[config.mk]
export PLATFORM = sky130hd
export DESIGN_NAME = nanojeff_mem
export DESIGN_NICKNAME = d
export VERILOG_FILES = /design/src/rtl/nanojeff_mem.sv
export SDC_FILE = /design/constraint.sdc
export NUM_CORES = 2
export LEC_CHECK = 0
export ABC_AREA = 1
export CAP_MARGIN = 25
export CORE_ASPECT_RATIO = 0.5
export CORE_MARGIN = 4
export CORE_UTILIZATION = 33
export DETAILED_ROUTE_END_ITERATION = 8
export HOLD_SLACK_MARGIN = 0.1
export PLACE_DENSITY = 0.48
export SLEW_MARGIN = 20
export SYNTH_ARGS = -nofsm -noshare
export SYNTH_HDL_FRONTEND = slang
export SYNTH_SLANG_ARGS = --single-unit
[constraint.sdc]
create_clock -name clk -period 5.75 [get_ports clk]
set_input_delay 0.575 -clock clk [delete_from_list [all_inputs] [get_ports clk]]
set_output_delay 0.575 -clock clk [all_outputs]
set_load 0.01 [all_outputs]
[src/rtl/nanojeff_mem.sv]
// nanojeff_mem: memory-side responder for the NanoJeff core.
// Holds the core in reset while a boot image streams in over a
// valid/ready byte interface, then serves instruction fetches and data
// loads/stores from a register array, with one memory-mapped LED bit.
//
// state  | meaning
// -------+---------------------------------------------------------
// S_LOAD | core held in reset; boot bytes written at ptr
// S_RUN  | core running; core writes update memory or the LED bit
module nanojeff_mem #(
  parameter int                 ADDR_W   = 8,
  parameter int                 BOOT_LEN = 256,
  parameter logic [ADDR_W-1:0]  LED_ADDR = 8'hFF
) (
  input  logic              clk,
  input  logic              reset,
  input  logic [ADDR_W-1:0] iaddr,
  output logic [7:0]        inst,
  input  logic [ADDR_W-1:0] daddr,
  output logic [7:0]        data,
  input  logic [7:0]        wdata,
  input  logic              wen,
  input  logic              boot_valid,
  input  logic [7:0]        boot_byte,
  output logic              boot_ready,
  output logic              cpu_run,
  output logic              led
);

  localparam int              DEPTH   = 2 ** ADDR_W;
  localparam logic [ADDR_W:0] LP_LAST = (ADDR_W + 1)'(BOOT_LEN - 1);

  typedef enum logic {
    S_LOAD = 1'b0,
    S_RUN  = 1'b1
  } state_t;

  state_t            r_state;
  state_t            w_state_nxt;
  logic [ADDR_W:0]   r_ptr;
  logic              r_cpu_run;
  logic              r_led;
  logic [7:0]        r_mem [DEPTH];

  logic              w_accept;
  logic              w_last;
  logic              w_core_wr;
  logic              w_led_hit;

  assign boot_ready = (r_state == S_LOAD) && reset;
  assign w_accept   = boot_valid && boot_ready;
  assign w_last     = w_accept && (r_ptr == LP_LAST);
  assign w_led_hit  = (daddr == LED_ADDR);
  // Core writes only count in RUN and never on a reset edge.
  assign w_core_wr  = (r_state == S_RUN) && wen && reset;

  // State register with synchronous active-low reset.
  always_ff @(posedge clk) begin
    if (!reset) begin
      r_state <= S_LOAD;
    end else begin
      r_state <= w_state_nxt;
    end
  end

  // Next-state logic: LOAD exits on the edge that takes the last boot byte.
  always_comb begin
    w_state_nxt = r_state;
    case (r_state)
      S_LOAD:  if (w_last) w_state_nxt = S_RUN;
      S_RUN:   w_state_nxt = S_RUN;
      default: w_state_nxt = S_LOAD;
    endcase
  end

  // Boot pointer and core-run flag; cpu_run rises together with RUN.
  always_ff @(posedge clk) begin
    if (!reset) begin
      r_ptr     <= '0;
      r_cpu_run <= 1'b0;
    end else if (w_accept) begin
      r_ptr <= r_ptr + 1'b1;
      if (w_last) r_cpu_run <= 1'b1;
    end
  end

  // LED register, written by the core in RUN at LED_ADDR.
  always_ff @(posedge clk) begin
    if (!reset) begin
      r_led <= 1'b0;
    end else if (w_core_wr && w_led_hit) begin
      r_led <= wdata[0];
    end
  end

  // Memory array: boot bytes in LOAD, core stores in RUN; never cleared.
  always_ff @(posedge clk) begin
    if (w_accept) begin
      r_mem[r_ptr[ADDR_W-1:0]] <= boot_byte;
    end else if (w_core_wr && !w_led_hit) begin
      r_mem[daddr] <= wdata;
    end
  end

  // Asynchronous read ports; the data port sees the LED at LED_ADDR.
  always_comb begin
    inst = r_mem[iaddr];
    data = r_mem[daddr];
    if (w_led_hit) data = {7'b0, r_led};
  end

  assign cpu_run = r_cpu_run;
  assign led     = r_led;

endmodule

**Yosys cells after proc, flatten, opt, wreduce, memory -nomap -nowiden**

Memory sizes are Yosys's and may differ from the RTL's.
Index checks and enable logic that the tools add are counted.
Widths: inputs -> output; s select.

- Word-level logic and storage cells: 30
- Memories: 1
- Output and inout port bits: 19
- Bits in registers: 12
- Bits of input ports: 36
- Memory bits (writable): 2048

Memory list:

| name | words | width | rd ports | clocked after memory_dff | wr ports | line | text |
|---|---|---|---|---|---|---|---|
| r_mem | 256 | 8 | 2 | 0 | 1 | 43 | `logic [7:0] r_mem [DEPTH];` |

- Equal/unequal tests: 2
- $add $sub $neg: 1
- Mux-type cells: 11
- Reductions and logical operators: 10
- Bitwise operators: 1

Operators with widths:

| cell | count |
|---|---|
| $mux 8 | 3 |
| $add 9x1->9 const B | 1 |
| $eq 9x8->1 const B | 1 |
| $eq 8x8->1 const B | 1 |
| $reduce_or 8->1 | 1 |
| $logic_and 1x1->1 | 7 |
| $mux 1 | 7 |
| $pmux 1 s2 | 1 |
| $reduce_and 2->1 | 1 |
| $logic_not 1->1 | 1 |
| $not 1->1 | 1 |

**Longest topological paths before layout**

- Depth after elaboration: 8
- Gate-level depth with buffers: 17

**Worst setup path after synthesis**

No wires, ideal clock.

- Path kind: in2reg
- Start point: input daddr[0]
- End point: memory r_mem[0][0], data pin
- Path slack: 0.583 ns
- Cell stages on the path: 8
- Setup time: 0.824 ns
- Arrival: 4.342 ns
- Path buffers: 2
- Path through: buf_2 > nand2_1 > nor3_2 > nand3_2 > nand2_4 > buf_6 > nand2_1 > nand2_1

- Cells in the longest elaborated chain, start to end: 8

RTL lines:

| item | line | text |
|---|---|---|
| start: declaration | 19 | `input logic [ADDR_W-1:0] daddr,` |
| $eq 8x8->1 | 53 | `assign w_led_hit = (daddr == LED_ADDR);` |
| $logic_not 1->1 | 100 | `end else if (w_core_wr && !w_led_hit) begin` |
| $logic_and 1x1->1 | 100 |  |
| $mux 1 | 100 |  |
| $mux 1 | 98 | `if (w_accept) begin` |
| $mux 1 (not written as such) | 101 | `r_mem[daddr] <= wdata;` |
| $reduce_or 8->1 (no line) | n/a |  |
| $mux 8 (no line) | n/a |  |
| end: declaration | 43 |  |

No other way between the ends.

**Final worst setup path**

- Start point: input daddr[3]
- End point: output data[6]

- Cells in the longest elaborated chain, start to end: 2
- Elaborated cells between the ends (all ways): 3

RTL lines:

| item | line | text |
|---|---|---|
| $mem_v2 256x8 or $eq 8x8->1 (tied branches) | n/a |  |
| $mux 8 (*) | 109 | `if (w_led_hit) data = {7'b0, r_led};` |
| end: declaration | 20 | `output logic [7:0] data,` |

Every way passes the cells marked *; elsewhere a longest branch is shown, timed or not.

==> run summary <==
Instance count of the mapped netlist = 11,500
Number of I/O port buffers = 54
RSZ-0062 raised after global routing = no
Met3 wire length = 42,500 um
Die width = 803 um
Final HPWL DP = 269,000 um
Yosys reg bits = 2,060
Worst hold margin = 0.384 ns
Final setup viols = 0
Reg-to-reg slack, setup = 1.57 ns
Endpoint class of the critical path = primary output
Routed via count = 88,700
Sw Pwr = 9010 uW
Critical path peak fanout = 49
Core area = 313,000 um2
Switching share of total power = 26.9%
Drt total wl = 429,000 um
Final Cycle Share = 99.1%
Hold Buf Count CTS = 0
Clk slew on worst S/H paths = 0.07 ns
P_leak = 0.0416 uW
Layout Skew = 0.0380 ns
Routed wl met2 = 186,000 um
Ys Warns = 0
Post-synth EDFFs = 2,048
Routability Congestion = 0.922
Top Layer Used = met5
Most frequent cell after synthesis = edfxtp_1
Pin count of the biggest net entering global routing = 143
Slew Limit Headroom = 25.4%
Internal power = 24,500 uW
Latest clock arrival within the worst-skew pair = 0.90 ns
Combinational share of power = 11.3%
Share of cells above drive strength 1 = 6.90%
Worst hold stages = 3
Synthesized area = 104,000 um2
Area contributors post-synth = edfxtp_1 59%, o21ai_0 8.3%, nand2_1 7.2%
WS Path Type = in2out
Clk network pwr share = 39.4%
CP Data Arrival Time = 5.12 ns
CTS resizes = 0
Initial DRC count = 12,200
Max Cap Violations = 0
Mapped Avg Cell Area = 9.07 um2
Max Clk Rate = 176 MHz
Io pins = 55
DR pass1 iterations = 8
Cell Rows = 145
DRC = 0
Top-area cell type share of the netlist area = 59.0%
CTS tree = done
Power density over the cells = 287 nW/um2
Final min period = 5.70 ns
Peak supply drop = 0.231 mV
WL/cell = 27.6 um
Met1 wire length = 184,000 um
Max Root-Sink Buffers = 4
GRT Residual Overflow = 0
Worst min-delay path category = in2reg
Worst-Margin Slew = 1.12 ns
# nets final = 11,300
Die Y = 405 um
Unique cell type count in the Yosys netlist = 34
FF-to-FF path depth = 10
First-pass GRT wire length = 607,000 um
Top cells by count, synth = 2,048 x edfxtp_1, 1,999 x nand2_1, 1,733 x o21ai_0, 1,386 x nand3_1, 1,202 x nor2_1
Final hold vios = 0
TritonCTS Buffers = 212
Cell taking the most area after synthesis = edfxtp_1
Critical path data required time = 5.18 ns
Reg power frac = 49.3%
Status = finished clean
All-Layer GR Usage = 25.4%
Initial Util = 33.3%
# H-tree levels = 4
Clk sink count = 2,060
Via density = 5.70
Mapped Nets = 11,500
Dominant synthesized flop cell = edfxtp_1
Routed Antenna Nets = 0
Root buf cell = clkbuf_16
Layout area overhead = 12.1%
Post-CTS setup buffer count = 0
Vias in the first global route = 81,600
Initial antenna violation count = 14
Slew Limit Fails = 0
TNS Setup = 0 ns
Die area = 325,000 um2
Crit path launch type = input pin
Async SR Flop Fraction = 0%
Share of the yosys chip area belonging to registers = 59.3%
## path summary, 6_finish.rpt
path                                           start                      end
worst min-delay path                        wdata[0]         led$_SDFFE_PN0P_
worst max-delay path                        daddr[3]                  data[6]
worst max register to register    r_state$_SDFF_PN0_  r_mem[111][4]$_DFFE_PP_
worst min register to register  cpu_run$_SDFFE_PN0P_     cpu_run$_SDFFE_PN0P_
## sequential cells by signal, summed over array words and instances (netlist names)
| signal | flops |
|---|---|
| r_state | 1 |
| led | 1 |
| r_ptr | 9 |
| cpu_run | 1 |
| r_mem | 2048 |
## metrics by stage
stage / utilization [%] / cell area, um2 / setup slack, ns / std cells / total power [uW]
6_report: 37.3 / 117000 / 0.0521 / 15600 / 33500
5_1_grt: 37.3 / 117000 / 0.180 / 15600 / 34500
4_1_cts: 37.3 / 117000 / 0.261 / 15600 / 33600
3_5_place_dp: 35.3 / 111000 / 0.264 / 15200 / 20500
3_3_place_gp: 35.3 / 111000 / 0.286 / 15200 / 20500
2_1_floorplan: - / 104000 / 0.583 / 11500 / 18900
## power groups by stage
| stage | logic (uW) | registers [uW] | clock network [uW] |
|---|---|---|---|
| final | 3770 | 16500 | 13200 |
| after CTS | 3710 | 16500 | 13400 |
| after detailed placement | 3700 | 16800 | 0 |
| after floorplan | 1970 | 16900 | 0 |
| after global routing | 4000 | 16500 | 14000 |
| after global placement | 3700 | 16800 | 0 |
## cell type report
cell class | count | area [um2]
repair buffers | 445 | 4780
flip-flops and latches | 2060 | 61700
well taps | 4189 | 5240
clock inverters | 102 | 666
inverters | 811 | 3110
diodes | 7 | 17.5
fillers | 31200 | 196000
clock buffers | 263 | 5520
multi-input cells | 7702 | 35800
## cells by family (layout without fill, tap and decap cells)
group	count (synthesis)	count (layout)	share of synthesized area [%]
buffers and inverters	1724	1621	6.53
adders and majority gates	2	2	0.0240
other	0	7	0
and+or+nand+nor	4635	4635	18.5
DFF	2060	2060	59.3
AOI/OAI and AO/OA	3065	3065	15.7
## cells in the final DEF (no fill, tap or decap), types with 3 or more instances in the layout
cell and count:
clkbuf_1 50, clkbuf_16 213, clkdlybuf4s50_1 43, nor2_1 1194
nor2_4 5, o21ai_2 7, nand2_4 10, nor2_2 24
inv_8 5, buf_12 103, inv_2 22, diode_2 7
dfxtp_1 12, nand3_1 1386, clkinv_1 49, a21oi_1 914
o21ai_0 1733, bufinv_16 6, nand2_2 29, o211ai_1 366
edfxtp_1 2048, nor3_1 5, clkinvlp_4 5, buf_6 3
buf_8 5, buf_4 289, inv_1 776, o22ai_1 26
clkinv_2 37, nand2_1 1974, inv_6 9, o21ai_1 18
## per-layer routing
layer  GRT usage (%)  vias to the layer above
met5               0                        -
met1            36.0                    43800
met2            38.5                     4698
met4            9.13                       10
met3            5.19                      743
li1                -                    39500
## worst max-delay path, cell delays in order
cell and delay [ns]:
clkdlybuf4s50_1 0.77, inv_6 0.21, nor2_4 0.20, buf_4 0.78, nand3_1 0.21, nand2_1 0.10, a21oi_1 0.05, nand2_1 0.16
nand3_1 0.21, nand3_1 0.28, nand3_1 0.26, a21oi_1 0.56, clkdlybuf4s50_1 0.65
(Power assumes the default switching activity.)
